**src/rtl/mat_result_stream.sv**
```systemverilog
// Captures the add/sub result matrix on the rising edge of mat_valid and streams
// its elements one per beat, tagged with row/column, over a valid/ready interface.
module mat_result_stream #(
    parameter int DIM    = 4,
    parameter int ELEM_W = 6,
    parameter int RES_W  = 3
) (
    input  logic                        clk,
    input  logic                        rst,
    input  logic [DIM*DIM*ELEM_W-1:0]   mat_in,
    input  logic                        mat_valid,
    input  logic                        sub_mode,
    output logic [ELEM_W-1:0]           out_data,
    output logic [$clog2(DIM)-1:0]      out_row,
    output logic [$clog2(DIM)-1:0]      out_col,
    output logic                        out_valid,
    input  logic                        out_ready,
    output logic                        out_last,
    output logic                        busy,
    output logic                        done
);

    localparam int NUM_ELEM = DIM * DIM;
    localparam int IDX_W    = $clog2(NUM_ELEM);
    localparam int COL_W    = $clog2(DIM);
    localparam logic [IDX_W-1:0] K_LAST = IDX_W'(NUM_ELEM - 1);

    typedef enum logic [1:0] {
        IDLE,
        STREAM,
        DONE
    } state_t;

    state_t             state, state_nxt;
    logic [IDX_W-1:0]   k, k_nxt;
    logic [ELEM_W-1:0]  cap [NUM_ELEM];
    logic               sub_q;
    logic               mv_q;
    logic               start;
    logic [ELEM_W-1:0]  field;
    logic [ELEM_W-1:0]  field_ext;

    // mv_q clears on reset, so a mat_valid already high at release reads as an edge.
    assign start = mat_valid & ~mv_q;

    // NOTE: the capture array is reset too, because the matrix must read back as zero
    // after reset; a pure data buffer would normally skip the reset and save the muxes.
    always_ff @(posedge clk) begin
        if (rst) begin
            state <= IDLE;
            k     <= '0;
            sub_q <= 1'b0;
            mv_q  <= 1'b0;
            for (int i = 0; i < NUM_ELEM; i++) begin
                cap[i] <= '0;
            end
        end else begin
            state <= state_nxt;
            k     <= k_nxt;
            mv_q  <= mat_valid;
            if (state == IDLE && start) begin
                // Element 0 sits at the MSBs of mat_in.
                for (int i = 0; i < NUM_ELEM; i++) begin
                    cap[i] <= mat_in[(NUM_ELEM-1-i)*ELEM_W +: ELEM_W];
                end
                sub_q <= sub_mode;
            end
        end
    end

    // NOTE: every output of this block gets a default before the case statement, so no
    // path through it can leave a signal unassigned and infer a latch.
    always_comb begin
        state_nxt = state;
        k_nxt     = k;
        out_valid = 1'b0;
        busy      = 1'b0;
        done      = 1'b0;
        unique case (state)
            IDLE: begin
                if (start) begin
                    state_nxt = STREAM;
                    k_nxt     = '0;
                end
            end
            STREAM: begin
                out_valid = 1'b1;
                busy      = 1'b1;
                if (out_ready) begin
                    if (k == K_LAST) begin
                        state_nxt = DONE;
                    end else begin
                        k_nxt = k + IDX_W'(1);
                    end
                end
            end
            DONE: begin
                done      = 1'b1;
                state_nxt = IDLE;
            end
            default: state_nxt = IDLE;
        endcase
    end

    // Subtract results are 3-bit two's complement; the upper field bits are don't-care.
    assign field     = cap[k];
    assign field_ext = {{(ELEM_W-RES_W){field[RES_W-1]}}, field[RES_W-1:0]};

    assign out_data = out_valid ? (sub_q ? field_ext : field) : '0;
    assign out_row  = out_valid ? k[IDX_W-1:COL_W] : '0;
    assign out_col  = out_valid ? k[COL_W-1:0]     : '0;
    assign out_last = out_valid && (k == K_LAST);

endmodule
```
**config.mk**
```make
export PLATFORM = sky130hd
export DESIGN_NAME = mat_result_stream
export DESIGN_NICKNAME = d
export VERILOG_FILES = /design/src/rtl/mat_result_stream.sv
export SDC_FILE = /design/constraint.sdc
export NUM_CORES = 1
export LEC_CHECK = 0
export CAP_MARGIN = 15
export CORE_ASPECT_RATIO = 2
export CORE_MARGIN = 1.5
export CORE_UTILIZATION = 54
export CTS_CLUSTER_DIAMETER = 120
export DETAILED_ROUTE_END_ITERATION = 16
export PLACE_DENSITY_LB_ADDON = 0.1
export RECOVER_POWER = 25
export SETUP_SLACK_MARGIN = 0.1
export SLEW_MARGIN = 0
export SYNTH_ARGS = -nofsm -noshare
export SYNTH_HDL_FRONTEND = slang
export SYNTH_SLANG_ARGS = --single-unit
export TNS_END_PERCENT = 5
```
**constraint.sdc**
```tcl
create_clock -name clk -period 6.1 [get_ports clk]
set_clock_uncertainty 0.15 [all_clocks]
set_input_delay 1.83 -clock clk [delete_from_list [all_inputs] [get_ports clk]]
set_output_delay 1.83 -clock clk [all_outputs]
set_load 0.01 [all_outputs]
```
==> results_dict.tcl, run 1 <==
set metrics [dict create \
    worst-endpoint-required_ps 4120 \
    synth_top_cell_area_share 0.5953 \
    largest_net_degree_at_the_start_of_global_routing 49 \
    cts_root_buf "clkbuf_16" \
    cts_tree "built" \
    postSynthRegisterBits 108 \
    cellInternalPower_mw 1.287 \
    synth_sequential_area_ratio 0.6450 \
    post_synth_xor_area_fraction 0 \
    violations "capacitance limit, slew limit" \
    numClockSinks 108 \
    gpl.final_weighted_congestion 0.7968 \
    detail-route-antenna-nets 0 \
    die_width_um 69.96 \
    multiplexer_share_of_the_synthesized_area 0.1310 \
    detail_route.drc_violations 0 \
    synthCells 320 \
    firstDrtPassIters 4 \
    post-route-worst-setup-slack_ps 1185 \
    power_frac_comb 0.106 \
    cts_hold_buffers 0 \
    synth-warning-count 0 \
    vdd_ir_drop_max_mv 0.1630 \
    number_of_standard_cell_rows_in_the_floorplan 48 \
    core_area_mm2 0.008648 \
    place_hpwl_mm 7.228 \
    power.share.switching 0.1985 \
    diodes 0 \
    routedWlPerCell_um 18.54 \
    gr_usage_total 0.2184 \
    flow.area_growth_from_synthesis_pct 30.59 \
    via_count 2980 \
    post_cts.resized_instances 0 \
    syn_area_per_cell_um2 15.13 \
    worstSkewPairLatency_ps 340 \
    p_leak_nw 2.268 \
    fin_setup_tns_ps 0 \
    period_needed_ps 4915 \
    fmaxAchievable_ghz 0.2035 \
    seq_power_share 0.552 \
    synthesis.area_mm2 0.004842 \
    design.die.area_mm2 0.009579 \
    io_pins 115 \
    initial_core_util 0.5599 \
    setup_violations 0 \
    power_density_mw_per_mm2 254.0 \
    worst_slew_margin_rel -0.3203 \
    synth_top_family_by_area "simple AND/OR/NAND/NOR gates" \
    power.share.clock 0.342 \
    arrival_ps 2930 \
    wire_length_of_the_first_global_routing_pass_mm 15.46 \
    num-nets-final 532 \
    crit_type "flop to output pin" \
    p_sw_mw 0.3188 \
    final_max_slew_viols 45 \
    fin_crit_sh 0.8057 \
    final_common_cell "clkdlybuf4s50_1" \
    critical_path_peak_fanout 18 \
    yosys.area_share.adder 0.002584 \
    max-cap-violations 1 \
    run_status "finished with violations" \
    most-common-layout-cells "clkdlybuf4s50_1 (109), edfxtp_1 (96), and2_1 (67), nor2b_1 (39), mux4_2 (24)" \
    cts_max_path_buffers 2 \
    number_of_global_route_vias_before_repair 3145 \
    grt_overflow 0 \
    synth.area.top_cells "edfxtp_1 (60%), mux4_2 (11%), and2_1 (8.7%), nor2b_1 (5.0%), dfxtp_1 (5.0%)" \
    cell_type_with_the_highest_aggregate_area_in_the_netlist "edfxtp_1" \
    postRouteWirelength_mm 9.903 \
    post_cts_buffers 0 \
    final_layout_size_suffix_gt1_frac 0.1083 \
    max_slew.worst_pin.slew_ps 1980 \
    die_h_um 136.9 \
    finalHoldViolations 0 \
    startpoint_type "flop" \
    end_kind "output pin" \
    cts-buffers-inserted 9 \
    ctsHtreeMaxLevel 3 \
    placement.setup.worst_slack_ps 1365 \
    portBuffers 114 \
    rsz_0062_raised_after_global_routing "false" \
    drt_iter0_markers 239 \
    hold_path_class "flop to flop" \
    synth_cell_types 38 \
    synth-compound-area-share 0.02351 \
    report.power.total_mw 1.606 \
    yosys.area_share.simple 0.1770 \
    postSynthNetCount 422 \
    via_per_inst 5.581 \
    path_clk_slew_ps 70 \
    antenna_found_initial 0 \
]
## per-layer routing
layer	up-vias	routed length (um)	GRT usage	part of all wire
li1	1402	-	-	-
met1	1451	3645	0.2504	0.37
met2	105	5600	0.3915	0.57
met3	22	381	0.03461	0.038
met4	0	276	0.1111	0.028
met5	-	0	0	0
## final cells by class
type                            instances  area [um^2]
Tap cell                              100        125.1
Clock buffer                           12        236.5
Inverter                                2        7.507
Sequential cell                       108         3123
Clock inverter                          3        38.79
Fill cell                             599         2325
Timing Repair Buffer                  119         1172
Multi-Input combinational cell        190         1620
## logic make-up (layout without fill, tap and decap cells)
group,after synthesis,in the layout
buffers and inverters,22,136
DFF,108,108
and+or+nand+nor,139,139
AOI/OAI and AO/OA,17,17
muxes,33,33
adders and majority gates,1,1
## power by group through the flow
stage | sequential, mW | combinational [mW] | clock [mW]
2_1_floorplan | 0.893 | 0.0836 | 0
3_3_place_gp | 0.899 | 0.167 | 0
3_5_place_dp | 0.903 | 0.172 | 0
4_1_cts | 0.888 | 0.173 | 0.556
5_1_grt | 0.892 | 0.184 | 0.580
6_report | 0.887 | 0.171 | 0.549
## critical path, stage by stage (launching register included)
cell	delay, ps
dfxtp_1	890
mux4_2	600
mux4_2	450
and2_1	180
clkdlybuf4s50_1	470
## through the flow
| stage | std cells | util | hold WS (ps) | cell area (um^2) |
|---|---|---|---|---|
| floorplan | 320 | - | 319.8 | 4842 |
| global route | 534 | 0.7312 | 396.4 | 6324 |
| finish | 534 | 0.7312 | 370.3 | 6324 |
| CTS | 534 | 0.7313 | 371.0 | 6325 |
| global placement | 519 | 0.6995 | 357.2 | 6050 |
| detailed placement | 519 | 0.6995 | 361.1 | 6050 |
## flip-flops by register name (all words and copies together), names as in the netlist, named ones only
signal and cells:
cap 96, k 4, state 2, mv_q 1, sub_q 1
## path summary, 6_finish.rpt
kind | from | end | slack, ps | cells after the start
min | k[3] | flop | 370 | 2
min reg2reg | k[3] | flop | 370 | 2
max reg2reg | state[0] | cap[3][5] | 3310 | 4
max | flop | out_data[1] | 1190 | 4
## synthesized netlist by cell type
library cell / n
edfxtp_1: 96
and2_1: 67
nor2b_1: 39
mux4_2: 24
clkbuf_1: 12
dfxtp_1: 12
a21oi_1: 7
buf_2: 6
mux2i_1: 6
nand2_1: 6
nand3_1: 4
nor2_1: 4
a221o_1: 3
a31oi_1: 3
mux2_2: 3
nor4_1: 3
inv_1: 2
o31ai_1: 2
or2_2: 2
a21o_1: 1
a22oi_1: 1
and2b_1: 1
and2b_2: 1
and3_1: 1
and3b_1: 1
buf_4: 1
buf_6: 1
ha_1: 1
nand2b_1: 1
nand3b_1: 1
nand4_1: 1
nor3_1: 1
nor4b_1: 1
or3_1: 1
or3_2: 1
or3b_1: 1
or4_1: 1
or4b_1: 1
Note: power is estimated with default switching activity, not from simulation.
==> inputs of run 2 (changes only) <==
--- a/config.mk
+++ b/config.mk
@@ -8,7 +8,7 @@
 export CAP_MARGIN = 15
 export CORE_ASPECT_RATIO = 2
 export CORE_MARGIN = 1.5
-export CORE_UTILIZATION = 54
+export CORE_UTILIZATION = 50
 export CTS_CLUSTER_DIAMETER = 120
 export DETAILED_ROUTE_END_ITERATION = 16
 export PLACE_DENSITY_LB_ADDON = 0.1
==> constraint.sdc (replaced) <==
create_clock -name clk -period 5 [get_ports clk]
set_clock_uncertainty 0.15 [all_clocks]
set_input_delay 1.5 -clock clk [delete_from_list [all_inputs] [get_ports clk]]
set_output_delay 1.5 -clock clk [all_outputs]
set_load 0.01 [all_outputs]
==> run 2 against run 1 <==
The flow still finishes with violations (capacitance limit, slew limit). Sequential power rose by 22%. Total power rose by 26%. Register-to-register slack worse by 1300 ps. Via count fell by 1.6%. Critical endpoint is now out_data[0]. Highest routed layer unchanged.
==> results_dict.tcl, run 2 (synthesis results as in run 1) <==
set metrics [dict create \
    cts-buffers-inserted 9 \
    finalHoldViolations 0 \
    fmaxAchievable_ghz 0.2162 \
    via_count 2933 \
    postRouteWirelength_mm 9.831 \
    die_h_um 142.2 \
    post_cts.resized_instances 0 \
    fin_crit_sh 0.9251 \
    numClockSinks 108 \
    design.die.area_mm2 0.01032 \
    cellInternalPower_mw 1.621 \
    grtUsageMet3 0.04603 \
    hold_path_class "flop to flop" \
    cts_tree "built" \
    fin_setup_tns_ps 0 \
    number_of_standard_cell_rows_in_the_floorplan 50 \
    max_slew.worst_pin.slew_ps 1558 \
    initial_core_util 0.5160 \
    startpoint_type "flop" \
    cts_root_buf "clkbuf_16" \
    power.share.clock 0.364 \
    largest_register_ffs 96 \
    crit_type "flop to output pin" \
    run_status "finished with violations" \
    rsz_0062_raised_after_global_routing "false" \
    critical_path_peak_fanout 18 \
    arrival_ps 2980 \
    p_leak_nw 2.280 \
    final_max_slew_viols 36 \
    gr_usage_total 0.2056 \
    via_per_inst 5.442 \
    utilization_after_layout 0.6776 \
    num-nets-final 533 \
    gr-usage-met1 0.2354 \
    max-cap-violations 1 \
    portBuffers 114 \
    io_pins 115 \
    setup_violations 0 \
    reg_top3 "cap: 96 flops, k: 4 flops, state: 2 flops" \
    power.share.switching 0.1997 \
    period_needed_ps 4626 \
    grt_use_met2 0.3563 \
    post_cts_buffers 0 \
    worstSkewPairLatency_ps 340 \
    worst_slew_margin_rel -0.03835 \
    final_layout_size_suffix_gt1_frac 0.1149 \
    power_density_mw_per_mm2 318.5 \
    cts_hold_buffers 0 \
    final_common_cell "clkdlybuf4s50_1" \
    p_sw_mw 0.4044 \
    largest_net_degree_at_the_start_of_global_routing 61 \
    path_clk_slew_ps 70 \
    worst-endpoint-required_ps 3350 \
    gpl.final_weighted_congestion 0.8220 \
    power_frac_comb 0.101 \
    place_hpwl_mm 6.976 \
    diodes 0 \
    cts_max_path_buffers 2 \
    routedWlPerCell_um 18.24 \
    violations "capacitance limit, slew limit" \
    most-common-layout-cells "clkdlybuf4s50_1 (105), edfxtp_1 (96), and2_1 (67), nor2b_1 (39), mux4_2 (24)" \
    grt_most_used_layer "met2" \
    grt_overflow 0 \
    wire_length_of_the_first_global_routing_pass_mm 15.24 \
    seq_power_share 0.535 \
    drt_iter0_markers 206 \
    firstDrtPassIters 4 \
    ctsHtreeMaxLevel 3 \
    antenna_found_initial 0 \
    core_area_mm2 0.009384 \
    vdd_ir_drop_max_mv 0.3179 \
    die_width_um 72.59 \
    number_of_global_route_vias_before_repair 3016 \
    detail_route.drc_violations 0 \
    detail-route-antenna-nets 0 \
    flow.area_growth_from_synthesis_pct 31.32 \
    end_kind "output pin" \
    registers.top_by_ff_count "cap" \
]
run 2: cell types whose count changed in the layout (fill, tap and decap cells not counted), sizes merged:
cell | previous run | this run
clkinvlp | 0 | 1
bufinv | 1 | 2
clkdlybuf4s50 | 109 | 105
buf | 5 | 4
dlygate4sd3 | 4 | 8
run 2: critical path, stage by stage (launching register included):
cell and delay, ps:
dfxtp_1 900, mux4_2 610, mux4_2 470, and2_1 180
clkdlybuf4s50_1 470
run 2: stage by stage:
stage / power [mW] / setup slack (ps) / hold slack, ps / area [um^2] / std cells
CTS: 2.042 / 319.0 / 368.0 / 6381 / 539
global route: 2.093 / 216.4 / 417.3 / 6359 / 539
floorplan: 1.191 / 1154 / 319.8 / 4842 / 320
finish: 2.025 / 374.5 / 371.7 / 6359 / 539
detailed placement: 1.314 / 673.8 / 360.7 / 6075 / 524
global placement: 1.304 / 763.1 / 349.4 / 6075 / 524
run 2: metal layers:
layer,share of wire,vias to the layer above
li1,-,1403
met2,0.56,92
met1,0.36,1413
met4,0.032,0
met3,0.047,25
met5,0,-
run 2: worst paths after layout:
kind              cells after the start  slack (ps)     endpoint      from
setup / recovery                      4         370  out_data[0]      flop
hold reg to reg                       2         370         k[3]      k[3]
hold / removal                        2         370         k[3]      k[3]
setup reg to reg                      3        2030    cap[9][3]  state[0]
run 2: power groups by stage:
stage / sequential, mW / clock (mW) / combinational (mW)
finish: 1.08 / 0.738 / 0.204
global route: 1.09 / 0.782 / 0.222
CTS: 1.08 / 0.747 / 0.212
detailed placement: 1.10 / 0 / 0.211
global placement: 1.10 / 0 / 0.207
floorplan: 1.09 / 0 / 0.102
run 2: layout make-up:
cell class	instances	area (um^2)
Sequential cell	108	3123
Clock inverter	5	77.57
Tap cell	104	130.1
Clock buffer	10	229.0
Timing Repair Buffer	120	1174
Fill cell	692	3025
Multi-Input combinational cell	190	1618
Inverter	2	7.507
